### config.mk
export PLATFORM = sky130hd
export DESIGN_NAME = chroma_upsample_stream
export DESIGN_NICKNAME = d
export VERILOG_FILES = /design/src/rtl/chroma_upsample_stream.sv
export SDC_FILE = /design/constraint.sdc
export NUM_CORES = 2
export LEC_CHECK = 0
export ABC_AREA = 1
export CORE_AREA = 2 2 455 457
export CTS_BUF_LIST = sky130_fd_sc_hd__clkbuf_8
export DETAILED_ROUTE_END_ITERATION = 8
export DIE_AREA = 0 0 457 459
export PLACE_DENSITY = 0.49
export SYNTH_ARGS = -nofsm -noshare
export SYNTH_HDL_FRONTEND = slang
export SYNTH_SLANG_ARGS = --single-unit
### constraint.sdc
create_clock -name clk -period 41.3 [get_ports clk]
set_input_delay 10.325 -clock clk [delete_from_list [all_inputs] [get_ports clk]]
set_output_delay 10.325 -clock clk [all_outputs]
set_load 0.005 [all_outputs]
### src/rtl/chroma_upsample_stream.sv
// JPEG chroma upsampler: passes luma through and expands each chroma block into 1, 2 or 4
// nearest-neighbour blocks according to the MCU subsampling mode, one block per beat.
module chroma_upsample_stream #(
  parameter int unsigned WIDTH = 9,
  parameter int unsigned N     = 8
) (
  input  logic                                clk,
  input  logic                                rst,
  input  logic [1:0]                          mode,
  input  logic                                valid_in,
  output logic                                ready_in,
  input  logic [1:0]                          ch_in,
  input  logic [N-1:0][N-1:0][WIDTH-1:0]      block_in,
  output logic                                valid_out,
  input  logic                                ready_out,
  output logic [1:0]                          ch_out,
  output logic [1:0]                          sub_idx_out,
  output logic [N-1:0][N-1:0][WIDTH-1:0]      block_out,
  output logic                                seq_err
);

  localparam int unsigned IW   = $clog2(N);
  localparam int unsigned Half = N / 2;

  localparam logic [1:0] Md444 = 2'd0;
  localparam logic [1:0] Md422 = 2'd1;
  localparam logic [1:0] Md420 = 2'd2;

  localparam logic [1:0] ChY  = 2'd0;
  localparam logic [1:0] ChCb = 2'd1;
  localparam logic [1:0] ChCr = 2'd2;

  typedef logic [N-1:0][N-1:0][WIDTH-1:0] blk_t;

  typedef enum logic [1:0] {
    StExpY,
    StExpCb,
    StExpCr
  } st_e;

  // Reserved mode 3 behaves as 4:4:4.
  function automatic logic [1:0] norm_mode(input logic [1:0] m);
    return (m == 2'd3) ? Md444 : m;
  endfunction

  // Index of the last Y block in an MCU, which equals the last chroma sub-block index.
  function automatic logic [1:0] last_idx(input logic [1:0] md);
    logic [1:0] res;
    case (md)
      Md422:   res = 2'd1;
      Md420:   res = 2'd3;
      default: res = 2'd0;
    endcase
    return res;
  endfunction

  function automatic blk_t expand(input blk_t src, input logic [1:0] md, input logic [1:0] k);
    blk_t           res;
    logic [IW-1:0]  sr;
    logic [IW-1:0]  sc;
    res = src;
    for (int i = 0; i < int'(N); i++) begin
      for (int j = 0; j < int'(N); j++) begin
        case (md)
          Md422: begin
            sr = IW'(i);
            sc = IW'(int'(k[0]) * int'(Half) + j / 2);
          end
          Md420: begin
            sr = IW'(int'(k[1]) * int'(Half) + i / 2);
            sc = IW'(int'(k[0]) * int'(Half) + j / 2);
          end
          default: begin
            sr = IW'(i);
            sc = IW'(j);
          end
        endcase
        res[IW'(i)][IW'(j)] = src[sr][sc];
      end
    end
    return res;
  endfunction

  st_e        st_q;
  logic [1:0] y_cnt_q;
  logic [1:0] md_q;
  blk_t       src_q;
  logic       valid_q;
  logic [1:0] ch_q;
  logic [1:0] sub_q;
  blk_t       blk_q;
  logic       last_q;
  logic       seq_err_q;

  logic       accept;
  logic       fire;
  logic [1:0] exp_ch;
  logic       ch_ok;
  logic [1:0] md_new;
  blk_t       first_beat;
  blk_t       next_beat;

  always_comb begin
    exp_ch = ChY;
    unique case (st_q)
      StExpCb: exp_ch = ChCb;
      StExpCr: exp_ch = ChCr;
      default: exp_ch = ChY;
    endcase
  end

  assign ready_in = !valid_q || (ready_out && last_q);
  assign accept   = valid_in && ready_in;
  assign fire     = valid_q && ready_out;
  assign ch_ok    = (ch_in == exp_ch);

  // Mode is sampled only by the first Y of an MCU.
  assign md_new     = (st_q == StExpY && y_cnt_q == 2'd0) ? norm_mode(mode) : md_q;
  assign first_beat = expand(block_in, md_q, 2'd0);
  assign next_beat  = expand(src_q, md_q, sub_q + 2'd1);

  always_ff @(posedge clk or posedge rst) begin
    if (rst) begin
      st_q      <= StExpY;
      y_cnt_q   <= 2'd0;
      md_q      <= Md444;
      src_q     <= '0;
      valid_q   <= 1'b0;
      ch_q      <= 2'd0;
      sub_q     <= 2'd0;
      blk_q     <= '0;
      last_q    <= 1'b1;
      seq_err_q <= 1'b0;
    end else begin
      seq_err_q <= accept && !ch_ok;
      if (accept && ch_ok) begin
        valid_q <= 1'b1;
        sub_q   <= 2'd0;
        ch_q    <= ch_in;
        unique case (st_q)
          StExpY: begin
            blk_q  <= block_in;
            last_q <= 1'b1;
            md_q   <= md_new;
            if (y_cnt_q == last_idx(md_new)) begin
              st_q <= StExpCb;
            end else begin
              y_cnt_q <= y_cnt_q + 2'd1;
            end
          end
          StExpCb, StExpCr: begin
            src_q  <= block_in;
            blk_q  <= first_beat;
            last_q <= (last_idx(md_q) == 2'd0);
            if (st_q == StExpCb) begin
              st_q <= StExpCr;
            end else begin
              st_q    <= StExpY;
              y_cnt_q <= 2'd0;
            end
          end
          default: st_q <= StExpY;
        endcase
      end else if (fire) begin
        // A dropped block accepted alongside the final beat lands here too.
        if (last_q) begin
          valid_q <= 1'b0;
        end else begin
          sub_q  <= sub_q + 2'd1;
          blk_q  <= next_beat;
          last_q <= ((sub_q + 2'd1) == last_idx(md_q));
        end
      end
    end
  end

  assign valid_out   = valid_q;
  assign ch_out      = ch_q;
  assign sub_idx_out = sub_q;
  assign block_out   = blk_q;
  assign seq_err     = seq_err_q;

endmodule

==> flow_summary.toml <==
[route]
wl_per_cell_um = 28.44
via_per_inst = 5.115
drtIter0Drc = 5699
vias = 57715
route.detailed.drc = 0
routed_wl_um = 321000
firstDrtPassIters = 6
ant_nets = 0

[die]
num_io_pins = 1167
die_h_um = 459
die_area_um2 = 209800
die_w_um = 457
num_rows = 167
start_util_pct = 28.47
core_area_um2 = 205600

[clock_network]
cts_setup_buffers = 0
insertion_delay_ps = 1070
root_buffer = "clkbuf_8"
cts.clk_slew.worst_paths_ps = 60
numCtsBuffers = 218
clock_sinks = 1165
cts_max_path_buffers = 3
h-tree-depth = 4
tritoncts = "done"
ctsHoldBuffers = 0
cts_resized = 0

[critical_path]
crit_path_end_kind = "output pin"
start_kind = "input pin"
cp.required_ps = 30980
critPathKind = "in -> out"
cp_max_fo = 3
arrival_ps = 11510
regToRegSetupSlack_ps = 35710

[pwr]
pwr-share-seq_pct = 30.7
ir_worst_vdd_mv = 0.05047
p_sw_uw = 3511
internal_power_uw = 3802
p_sw_share_pct = 48.01
combPwrFrac_pct = 52.6
p_leak_uw = 0.03483
pwr-share-clk_pct = 16.7
p_per_area_nw_per_um2 = 95.31
finalPower_uw = 7313

[synth]
ys_ff_latch = 1165
synth_largest_area_cell = "dfrtp_1"
synthCells = 7409
netlist_area_um2 = 58540
synth_nets = 8003
yosys_warnings = 0
syn_avg_cell_area_um2 = 7.902
yosysTopAreaCellShare_pct = 49.75
synthDistinctLibCells = 35
ys_seq_area_share_pct = 49.80
synth_area_leaders = "dfrtp_1 50%, nand2_1 18%, mux2_2 6.6%"

[placement]
post-dp-hpwl_um = 242700
port_buffers = 1166
gp_congestion = 0.9521

[sta]
tightestPinTransition_ps = 1489
hold_viol_final = 0
max_freq_mhz = 45.79
rsz0062_at_grt = "no"
setup_viol = 0
skew_ps = 76.39
fin_setup_tns_ps = 0
layout_min_cycle_time_ps = 21840
slew_violations = 0
slew_headroom_pct = 0.7664
min_period_over_period_pct = 52.88

[global_route]
grt_max_degree = 234
grt_pass1_vias = 54625
grt_use_total_pct = 29.69
grt_pass1_wl_um = 439200
antenna_found_initial = 134
overflow = 0

[flow_run]
drv_cap = 0

[final_layout]
area_delta_synth_final_pct = 31.07
drive_gt1_share_pct = 8.822
fin_nets = 8939
fill_cells = 21713

[run_status]
status = "finished clean"

[worst_hold_path]
min_path_type = "reg -> reg"
==> per-stage QoR <==
stage | hold WS [ps] | std cells | instance area (µm²) | utilization [%] | setup slack [ps]
floorplan | 458.5 | 7409 | 58550 | - | 14890
global placement | 465.4 | 10829 | 71930 | 34.98 | 19430
detailed placement | 464.3 | 10829 | 71930 | 34.98 | 19460
CTS | 481.1 | 11228 | 76590 | 37.25 | 19450
global route | 493.1 | 11260 | 76670 | 37.29 | 19410
finish | 478.2 | 11284 | 76730 | 37.32 | 19460
==> cell usage in the layout, fill, tap and decap left out, types with 4 or more instances in the layout <==
master / instances
o21ai_0: 424
a31oi_1: 435
o21ai_1: 63
buf_12: 6
inv_8: 5
nor2_1: 579
inv_16: 5
buf_4: 67
o22ai_1: 6
mux2_2: 343
nor3_1: 16
inv_1: 402
ha_1: 6
a22oi_1: 4
bufinv_16: 8
clkinv_2: 9
nand3_1: 413
nand2_1: 2869
a21oi_1: 139
clkbuf_8: 277
nor2_4: 6
clkdlybuf4s50_1: 1166
o211ai_1: 34
diode_2: 56
o21a_1: 41
inv_2: 4
dfrtp_1: 1164
==> registers in the layout (all words and copies together) (netlist names) <==
signal       flops
src_q          144
valid_out        1
next_beat      432
md_q             2
ch_out           2
y_cnt_q          2
block_out      576
st_q             2
seq_err          1
last_q           1
sub_idx_out      2
==> path summary, 6_finish.rpt <==
check                         startpoint             end  depth (start not counted)
setup / recovery               ready_out        ready_in                          4
hold / removal             block_out[20]   block_out[20]                          2
setup reg to reg                 st_q[1]  next_beat[569]                         13
min in group asynchronous            rst  block_out[190]                          2
hold reg to reg            block_out[20]   block_out[20]                          2
max in group asynchronous            rst  next_beat[503]                          6
==> synthesized netlist by cell type <==
cell type  count
buf_1         27
nor2_2         5
buf_4         36
xnor2_1        1
nand2_4        1
clkbuf_1     195
o21a_1        41
a21oi_1      139
ha_1          10
xor2_1         1
a21boi_1       1
nand3_1      414
o22ai_1        6
mux2_2       343
a22oi_1        4
mux2i_1        1
nand2_1     2872
o21ai_0      424
dfrtp_1     1164
mux2_1         3
nand4_1        3
nor3_1        16
o211ai_1      34
inv_2          5
dfstp_2        1
a31oi_1      435
o2111ai_1      1
nor2_4         2
buf_2        265
nand2_2        1
a21oi_2        1
nor2_1       580
inv_1        313
o21ai_1       63
nand3b_1       1
==> cell families (layout without fill, tap and decap cells) <==
kind of cell | after synthesis | after routing | synth area share (%)
and+or+nand+nor | 3895 | 3895 | 25.98
DFF | 1165 | 1165 | 49.80
AOI/OAI and AO/OA | 1149 | 1149 | 11.12
buffers and inverters | 841 | 1956 | 6.189
muxes | 347 | 347 | 6.672
adders and majority gates | 10 | 10 | 0.2137
xor gates and xnor gates | 2 | 2 | 0.02993
other | 0 | 56 | 0
==> power groups by stage <==
stage	Clock [µW]	Combinational [µW]	Sequential [µW]
floorplan	0	2000	2050
global placement	0	3790	2240
detailed placement	0	3820	2260
CTS	1250	3830	2240
global route	1300	4150	2300
finish	1220	3850	2240
==> critical path, cell delays in order <==
cell and delay, ps:
clkdlybuf4s50_1 450, a21oi_2 200, inv_1 80, clkdlybuf4s50_1 460
==> routing by layer <==
metal  vias to the layer above  global-route usage [%]  share of wire, %
met1                     28400                   37.84                41
met2                      2455                   45.89                45
met3                       622                   9.397               9.2
li1                      26140                       -                 -
met5                         -                       0              0.19
met4                        98                   13.42               4.7
==> final cells by class <==
| class | instances | area, µm² | area share (%) |
|---|---|---|---|
| well taps | 2704 | 3383 | 4.409 |
| multi-input cells | 5403 | 25880 | 33.73 |
| repair buffers | 1239 | 12290 | 16.02 |
| clock inverters | 122 | 852.1 | 1.110 |
| flip-flops and latches | 1165 | 29150 | 38.00 |
| diodes | 56 | 140.1 | 0.1826 |
| clock buffers | 277 | 3812 | 4.969 |
| inverters | 318 | 1210 | 1.577 |
Note: power is estimated with default switching activity, not from simulation.
